==> config.mk <==
export PLATFORM = sky130hd
export DESIGN_NAME = dsp_stream_router
export DESIGN_NICKNAME = d
export VERILOG_FILES = /design/src/rtl/dsp_stream_router.sv
export SDC_FILE = /design/constraint.sdc
export NUM_CORES = 1
export LEC_CHECK = 0
export CAP_MARGIN = 30
export CORE_MARGIN = 5
export CORE_UTILIZATION = 40
export CTS_BUF_LIST = sky130_fd_sc_hd__clkbuf_2 sky130_fd_sc_hd__clkbuf_4 sky130_fd_sc_hd__clkbuf_8
export CTS_CLUSTER_SIZE = 24
export DETAILED_ROUTE_END_ITERATION = 12
export PLACE_DENSITY = 0.8
export SLEW_MARGIN = 20
export SYNTH_ARGS = -nofsm -noshare
export SYNTH_HDL_FRONTEND = slang
export SYNTH_SLANG_ARGS = --single-unit
==> constraint.sdc <==
create_clock -name clk -period 4.8 [get_ports clk]
set_clock_uncertainty 0.05 [all_clocks]
set_input_delay 1.44 -clock clk [delete_from_list [all_inputs] [get_ports clk]]
set_output_delay 1.44 -clock clk [all_outputs]
set_load 0.05 [all_outputs]
==> src/rtl/dsp_stream_router.sv <==
// N-source ready/valid router (fixed, per-beat round-robin, burst round-robin) feeding a
// registered two-entry skid buffer. Per-source beat counters are built only with DSP_ROUTER_BEAT_CNT_EN.
module dsp_stream_router #(
    parameter int DATA_WIDTH = 16,
    parameter int NUM_SRC    = 4,
    parameter int BURST_LEN  = 8,
    parameter int CNT_WIDTH  = 16,
    localparam int ID_W      = $clog2(NUM_SRC)
) (
    input  logic                          clk,
    input  logic                          rst,
    input  logic [1:0]                    cfg_mode,
    input  logic [ID_W-1:0]               cfg_sel,
    input  logic [NUM_SRC-1:0]            cfg_en_mask,
    input  logic                          cnt_clear,
    input  logic [NUM_SRC*DATA_WIDTH-1:0] src_data_in,
    input  logic [NUM_SRC-1:0]            src_valid_in,
    output logic [NUM_SRC-1:0]            src_ready_out,
    output logic [DATA_WIDTH-1:0]         dst_data_out,
    output logic [ID_W-1:0]               dst_id_out,
    output logic                          dst_last_out,
    output logic                          dst_valid_out,
    input  logic                          dst_ready_in,
    output logic [NUM_SRC*CNT_WIDTH-1:0]  beat_cnt_out,
    output logic                          busy_out
);
    localparam int BC_W  = $clog2(BURST_LEN + 1);
    localparam int PAD_W = 1 << ID_W;
    localparam logic [1:0] MODE_FIXED = 2'b01;
    localparam logic [1:0] MODE_RR    = 2'b10;
    localparam logic [1:0] MODE_BURST = 2'b11;

    typedef enum logic {ST_IDLE, ST_LOCK} state_e;

    typedef struct packed {
        logic [DATA_WIDTH-1:0] data;
        logic [ID_W-1:0]       id;
        logic                  last;
    } beat_t;

    state_e               state_q, state_d;
    logic [1:0]           cfg_mode_q, cfg_mode_d;
    logic [ID_W-1:0]      cfg_sel_q, cfg_sel_d;
    logic [NUM_SRC-1:0]   cfg_en_mask_q, cfg_en_mask_d;
    logic [ID_W-1:0]      lock_id_q, lock_id_d;
    logic [BC_W-1:0]      burst_cnt_q, burst_cnt_d;
    logic [ID_W-1:0]      rr_ptr_q, rr_ptr_d;
    logic                 can_accept_q, can_accept_d;
    beat_t                mem_q [2];
    beat_t                mem_d [2];
    logic                 rd_ptr_q, rd_ptr_d;
    logic                 wr_ptr_q, wr_ptr_d;
    logic [1:0]           count_q, count_d;

    logic [NUM_SRC-1:0]   eligible;
    logic [PAD_W-1:0]     mask_pad;
    logic                 win_vld;
    logic [ID_W-1:0]      win_id;
    logic                 accept;
    logic                 pop;
    logic                 in_last;

    function automatic logic [ID_W-1:0] next_id(input logic [ID_W-1:0] id);
        return (int'(id) == NUM_SRC - 1) ? '0 : id + 1'b1;
    endfunction

    assign eligible = cfg_en_mask_q & src_valid_in;
    assign mask_pad = PAD_W'(cfg_en_mask_q);

    // Winner selection; the lock overrides the registered mode and mask for the whole burst.
    always_comb begin
        int idx;
        win_vld = 1'b0;
        win_id  = '0;
        idx     = 0;
        if (state_q == ST_LOCK) begin
            win_vld = 1'b1;
            win_id  = lock_id_q;
        end else begin
            unique case (cfg_mode_q)
                MODE_FIXED: begin
                    win_vld = mask_pad[cfg_sel_q];
                    win_id  = cfg_sel_q;
                end
                MODE_RR, MODE_BURST: begin
                    // Walk backwards so the source closest to rr_ptr is the last one written.
                    for (int k = NUM_SRC - 1; k >= 0; k--) begin
                        idx = int'(rr_ptr_q) + k;
                        if (idx >= NUM_SRC) idx = idx - NUM_SRC;
                        if (eligible[idx]) begin
                            win_vld = 1'b1;
                            win_id  = ID_W'(idx);
                        end
                    end
                end
                default: ;
            endcase
        end
    end

    always_comb begin
        src_ready_out = '0;
        if (can_accept_q && win_vld) src_ready_out[win_id] = 1'b1;
    end

    assign accept        = can_accept_q & win_vld & src_valid_in[win_id];
    assign dst_valid_out = (count_q != 2'd0);
    assign pop           = dst_valid_out & dst_ready_in;

    // NOTE: every combinational output gets a default first so no path infers a latch.
    always_comb begin
        state_d     = state_q;
        lock_id_d   = lock_id_q;
        burst_cnt_d = burst_cnt_q;
        rr_ptr_d    = rr_ptr_q;
        in_last     = 1'b0;
        if (accept) begin
            if (state_q == ST_LOCK) begin
                burst_cnt_d = burst_cnt_q + 1'b1;
                if (int'(burst_cnt_q) + 1 >= BURST_LEN) begin
                    in_last  = 1'b1;
                    state_d  = ST_IDLE;
                    rr_ptr_d = next_id(lock_id_q);
                end
            end else if (cfg_mode_q == MODE_BURST) begin
                if (BURST_LEN == 1) begin
                    in_last  = 1'b1;
                    rr_ptr_d = next_id(win_id);
                end else begin
                    state_d     = ST_LOCK;
                    lock_id_d   = win_id;
                    burst_cnt_d = BC_W'(1);
                end
            end else if (cfg_mode_q == MODE_RR) begin
                rr_ptr_d = next_id(win_id);
            end
        end

        // Config is frozen while locked so a mid-burst change lands right after the last beat.
        cfg_mode_d    = (state_d == ST_LOCK) ? cfg_mode_q    : cfg_mode;
        cfg_sel_d     = (state_d == ST_LOCK) ? cfg_sel_q     : cfg_sel;
        cfg_en_mask_d = (state_d == ST_LOCK) ? cfg_en_mask_q : cfg_en_mask;

        mem_d    = mem_q;
        wr_ptr_d = wr_ptr_q;
        rd_ptr_d = rd_ptr_q;
        if (accept) begin
            mem_d[wr_ptr_q].data = src_data_in[int'(win_id)*DATA_WIDTH +: DATA_WIDTH];
            mem_d[wr_ptr_q].id   = win_id;
            mem_d[wr_ptr_q].last = in_last;
            wr_ptr_d             = ~wr_ptr_q;
        end
        if (pop) rd_ptr_d = ~rd_ptr_q;
        count_d      = count_q + {1'b0, accept} - {1'b0, pop};
        can_accept_d = (count_d != 2'd2);
    end

    // NOTE: sequential state uses non-blocking assignments only; the next values come from always_comb.
    always_ff @(posedge clk) begin
        if (rst) begin
            state_q       <= ST_IDLE;
            cfg_mode_q    <= '0;
            cfg_sel_q     <= '0;
            cfg_en_mask_q <= '0;
            lock_id_q     <= '0;
            burst_cnt_q   <= '0;
            rr_ptr_q      <= '0;
            can_accept_q  <= 1'b0;
            // NOTE: the two buffer entries are reset so the data/id/last outputs read zero after reset.
            mem_q         <= '{default: '0};
            rd_ptr_q      <= 1'b0;
            wr_ptr_q      <= 1'b0;
            count_q       <= '0;
        end else begin
            state_q       <= state_d;
            cfg_mode_q    <= cfg_mode_d;
            cfg_sel_q     <= cfg_sel_d;
            cfg_en_mask_q <= cfg_en_mask_d;
            lock_id_q     <= lock_id_d;
            burst_cnt_q   <= burst_cnt_d;
            rr_ptr_q      <= rr_ptr_d;
            can_accept_q  <= can_accept_d;
            mem_q         <= mem_d;
            rd_ptr_q      <= rd_ptr_d;
            wr_ptr_q      <= wr_ptr_d;
            count_q       <= count_d;
        end
    end

    assign dst_data_out = mem_q[rd_ptr_q].data;
    assign dst_id_out   = mem_q[rd_ptr_q].id;
    assign dst_last_out = mem_q[rd_ptr_q].last;
    assign busy_out     = (state_q == ST_LOCK) || (count_q != 2'd0);

`ifdef DSP_ROUTER_BEAT_CNT_EN
    logic [CNT_WIDTH-1:0] cnt_q [NUM_SRC];
    logic [CNT_WIDTH-1:0] cnt_d [NUM_SRC];

    // Saturating counters; a clear in the same cycle as a beat wins.
    always_comb begin
        for (int i = 0; i < NUM_SRC; i++) begin
            cnt_d[i] = cnt_q[i];
            if (cnt_clear) begin
                cnt_d[i] = '0;
            end else if (accept && int'(win_id) == i && cnt_q[i] != '1) begin
                cnt_d[i] = cnt_q[i] + 1'b1;
            end
        end
    end

    always_ff @(posedge clk) begin
        if (rst) begin
            cnt_q <= '{default: '0};
        end else begin
            cnt_q <= cnt_d;
        end
    end

    for (genvar g = 0; g < NUM_SRC; g++) begin : g_cnt_out
        assign beat_cnt_out[g*CNT_WIDTH +: CNT_WIDTH] = cnt_q[g];
    end
`else
    logic unused_cnt_clear;
    assign unused_cnt_clear = cnt_clear;
    assign beat_cnt_out     = '0;
`endif

endmodule
== Yosys cells after proc, flatten, opt, wreduce, memory -nomap -nowiden ==
Index checks and enable logic that the tools add are counted.
Storage, ports and cells
  register bits after elaboration: 60
  input bits: 80
  output and inout bits: 89
  logic and storage cells: 144
Cells by class
  add/sub/neg operators: 13
  magnitude comparators: 15
  equal/unequal tests: 8
  shifts and indexed selects: 1
  muxes and demuxes: 70
  bitwise gates (word level): 9
  reductions and logical operators: 11
Operators with widths (number)
  $mux 32: 12
  $lt 32x4->1 const B: 4
  $bwmux 38: 3
  $mux 19: 4
  $shiftx 64x7->16: 1
  $demux 19 s1: 3
  $mux 1: 24
  $mux 2: 11
  $bmux 1 s2: 6
  $mux 4: 3
  $sub 3x3->4 const B: 3
  $ge 3x3->1 const B: 3
  $add 2x2->3 const B: 2
  $eq 2x1->1 const B: 3
  $lt 2x3->1 const B: 2
  $reduce_bool 2->1: 3
  $add 4x1->5 const B: 1
  $ge 5x4->1 const B: 1
  $add 2x1->2 const B: 2
  $add 4x1->4 const B: 1
  $and 4x4->4: 1
  $eq 2x2->1 const B: 2
  $ge 2x2->1 const B: 2
  $ne 2x2->1 const B: 2
  other kinds (21): 28

== Longest topological paths before layout ==
  depth in word-level cells: 20
  mapped depth: 16
  depth with buffers taken out: 13

== Least setup slack after synthesis ==
Ideal clock, no wire load.
  path kind: input to output
  start: input src_valid_in[1]
  end: output src_ready_out[0]
  arrival: 3.310 ns
  required time: 3.310 ns
  setup slack: 0.000 ns
  stages on the path: 8
  buffers on the path: 2
  cell sequence: and2_1 > o31ai_1 > o31a_1 > nor2_1 > clkbuf_1 > clkbuf_1 > ha_1 > and2_1
Between the ends
  word-level cells in the longest chain between the ends: 15
  elaborated cells between the ends (all ways): 32
  those cells by class: order compare (2); mux (27); bitwise (1); reduce/logical (2)
RTL lines
  from (decl): RTL line 17  | input logic [NUM_SRC-1:0] src_valid_in,
  $and 4x4->4 (*): RTL line 67  | assign eligible = cfg_en_mask_q & src_valid_in;
  $bmux 1 s2: RTL line 90  | if (eligible[idx]) begin
  $mux 1 (implied by the code) (2 in a row): RTL line 90
  $mux 2 (4 in a row): RTL line 90
  $pmux 2 s2: RTL line 80  | unique case (cfg_mode_q)
  $mux 2: RTL line 76  | if (state_q == ST_LOCK) begin
  $lt 2x3->1 (implied by the code) or $ge 2x1->1 (tied branches): RTL line 103  | if (can_accept_q && win_vld) src_ready_out[win_id] = 1'b1;
  $logic_and 1x1->1 (implied by the code): RTL line 103
  $mux 1 (implied by the code): RTL line 103
  $demux 1 s2: RTL line 103
  $mux 4 (*): RTL line 103
  to (decl): RTL line 18  | output logic [NUM_SRC-1:0] src_ready_out,
Every way passes the cells marked *; elsewhere a longest branch is shown, timed or not. The select of a mux whose other input is x is not followed.

== Final worst setup path ==
  start: input src_valid_in[0]
  end: output src_ready_out[0]
The elaborated chain is that of the path after synthesis.

==> qor.txt <==
outcome -> complete, no violations
n_diodes -> 0
CTS tree -> done
Post-synth top cells -> 70 x nand3_1, 70 x o21ai_0, 65 x buf_4
Core ar. -> 0.01028 sq mm
final clock period utilization by the worst path -> 0.9731
Cell Area, Synth -> 0.004209 sq mm
GR Util All Layers -> 0.1875
detailed placement HPWL -> 9.045 mm
number of flops mapped to enable cells by yosys -> 0
area delta synth->final -> 32.02%
io pins -> 169
H-tree Lvls -> 3
share of the synthesized area in the top cell type -> 0.2854
predominant post-synthesis flop cell -> dfxtp_1
Layout Utilization -> 0.5407
Comb pwr share -> 0.363
switch share -> 0.3848
Post-synth ARST share -> 0
Int Pwr -> 0.9685 mW
total wire length -> 12.56 mm
max frequency -> 0.2141 GHz
routed length per instance -> 16.06 microns
switching pwr -> 0.6057 mW
Synth area leader -> dfxtp_1
maximum vdd ir drop -> 0.1594 mV
CTS Hold Bufs -> 0
Leakage -> 2.117 nW
worst slew pin tran -> 0.7314 ns
Seq/Total Area, Yosys -> 0.2854
worst setup margin -> 0.1290 ns
CP max FO -> 3
Clock Path Buffers -> 2
Area contributors post-synth -> dfxtp_1 29%, buf_4 12%, nand3_1 8.3%, o21ai_0 8.3%, a21oi_1 5.5%
Critical Path Start Type -> input port
Seq pwr share -> 0.345
fill count -> 967
Placer Congestion -> 0.8639
port bufs -> 103
largest net degree at the start of global routing -> 45
Syn. warnings -> 0
relative slew slack -> 0.5117
global-route wire length before repair -> 19.82 mm
pre-CTS setup slack -> -0.3129 ns
WS Path Type -> input port to output pin
detailed router's first-iteration violation count -> 436
vias per inst -> 5.476
Tmin final -> 4.671 ns
power density over cell area -> 283.3 mW/mm^2
number of routed nets with antenna violations -> 0
Num CTS Buffers -> 9
total gr overflow -> 0
1st-pass router iterations -> 6
crit end category -> output pin
flip-flop and latch count after synthesis -> 60
Final Slew Violations -> 0
synth unique cells -> 55
Fin. Hold Viols -> 0
number of max-cap violations -> 0
clk sinks -> 60
vias in the first global route -> 4,041
CP required -> 3.31 ns
initial core utilization -> 0.4095
Layout Nets -> 730
worst skew pair latency -> 0.35 ns
Synth Area per Inst -> 7.795 sq um
die width -> 112.6 microns
Setup Viol. Count Final -> 0
clk root buf -> clkbuf_8
share of cells above drive strength 1 -> 0.1517
Total Power -> 1.574 mW
# DRC -> 0
height of the die -> 112.6 microns
clock slew at reported path FFs -> 0.07 ns
clock share of power -> 0.292
crit path DAT -> 3.18 ns
initial antenna violation count -> 0
via count -> 4,282
Post-Syn Instances -> 540
RSZ-0062 raised after global routing -> false
row cnt -> 37
die area -> 0.01267 sq mm
min-delay worst type -> register to register
[registers in the layout (all words and copies together), names as in the netlist, 2 cells and up]
name and flops:
mem_q 38, burst_cnt_q 4, cfg_en_mask_q 4, cfg_mode_q 2, cfg_sel_q 2, count_q 2
lock_id_q 2, rr_ptr_q 2
[metrics by stage]
stage	hold WS, ns	TNS [ns]	std cells	area [sq um]
floorplan	0.4005	0	603	4448
CTS	0.4297	0	779	5514
global route	0.4532	0	782	5557
global placement	0.4078	-0.9076	757	5172
detailed placement	0.4168	-1.115	759	5228
finish	0.4301	0	782	5557
[layout make-up]
cell class	count	area [sq um]	area share
flip-flops and latches	60	1201	0.2162
clock buffers	9	123.9	0.02229
well taps	136	170.2	0.03062
multi-input cells	428	2613	0.4702
repair buffers	136	1350	0.2430
clock inverters	7	75.07	0.01351
inverters	6	23.77	0.004278
[logic make-up (layout without fill, tap and decap cells)]
kind of cell	Yosys count	count (layout)	synth area share
simple gates	169	169	0.2230
compound gates	153	153	0.2108
buf+inv	115	158	0.1659
flops	60	60	0.2854
mux	30	30	0.08115
fa+ha+maj	9	9	0.02675
xor+xnor	3	3	0.006244
other cells	1	64	0.0008909
[cells in the final DEF (no fill, tap or decap), drive strengths merged, types with 2 or more instances in the layout]
cell type and count:
o22ai 3, xnor2 2, nand2 11, o31ai 4
clkinv 3, dfxtp 60, nand4b 2, and2 8
conb 64, clkinvlp 3, dlymetal6s2s 2, o21ai 74
or2 2, o221a 2, a311oi 4, o31a 3
ha 9, nor2 7, nor3 5, inv 6
nand3b 4, o21a 3, nand4 32, clkdlybuf4s50 94
buf 38, nand2b 18, nor2b 4, nand3 70
dlygate4sd2 2, a21oi 46, mux2 20, or3 3
o211a 2, a31oi 4, mux2i 9, clkbuf 9
[final timing paths]
path	start	end	slack, ns	cells after the start
max reg2reg	state_q	can_accept_q	1.62	15
max	src_valid_in[0]	src_ready_out[0]	0.13	10
min reg2reg	mem_q[36]	mem_q[36]	0.43	2
min	mem_q[36]	mem_q[36]	0.43	2
[metal layers]
metal  vias up  track usage  share of wire
met2       199       0.3096           0.50
met3        21      0.03989          0.086
met1      2024       0.2435           0.40
met4         0      0.06010          0.016
met5         -            0              0
li1       2038            -              -
[what timing repair did]
action | CTS | global route
setup endpoints to repair | 4 | 4
pin swaps | 7 | 3
gates cloned | 0 | 0
gates resized for setup | 19 | 4
buffers inserted | 4 | 2
[power groups by stage]
| stage | Sequential (mW) | Combinational [mW] | Clock, mW |
|---|---|---|---|
| global route | 0.547 | 0.608 | 0.485 |
| CTS | 0.557 | 0.547 | 0.465 |
| finish | 0.543 | 0.572 | 0.459 |
| detailed placement | 0.568 | 0.538 | 0 |
| floorplan | 0.545 | 0.427 | 0 |
| global placement | 0.566 | 0.524 | 0 |
[critical path, cell delays in order]
cell and delay, ns:
dlygate4sd2_1 0.25, buf_4 0.14, and2_4 0.17, nor3_2 0.22, o31a_1 0.20, nand2_2 0.09, buf_4 0.16, ha_1 0.17
and2_2 0.19, buf_12 0.15
(Power assumes the default switching activity.)
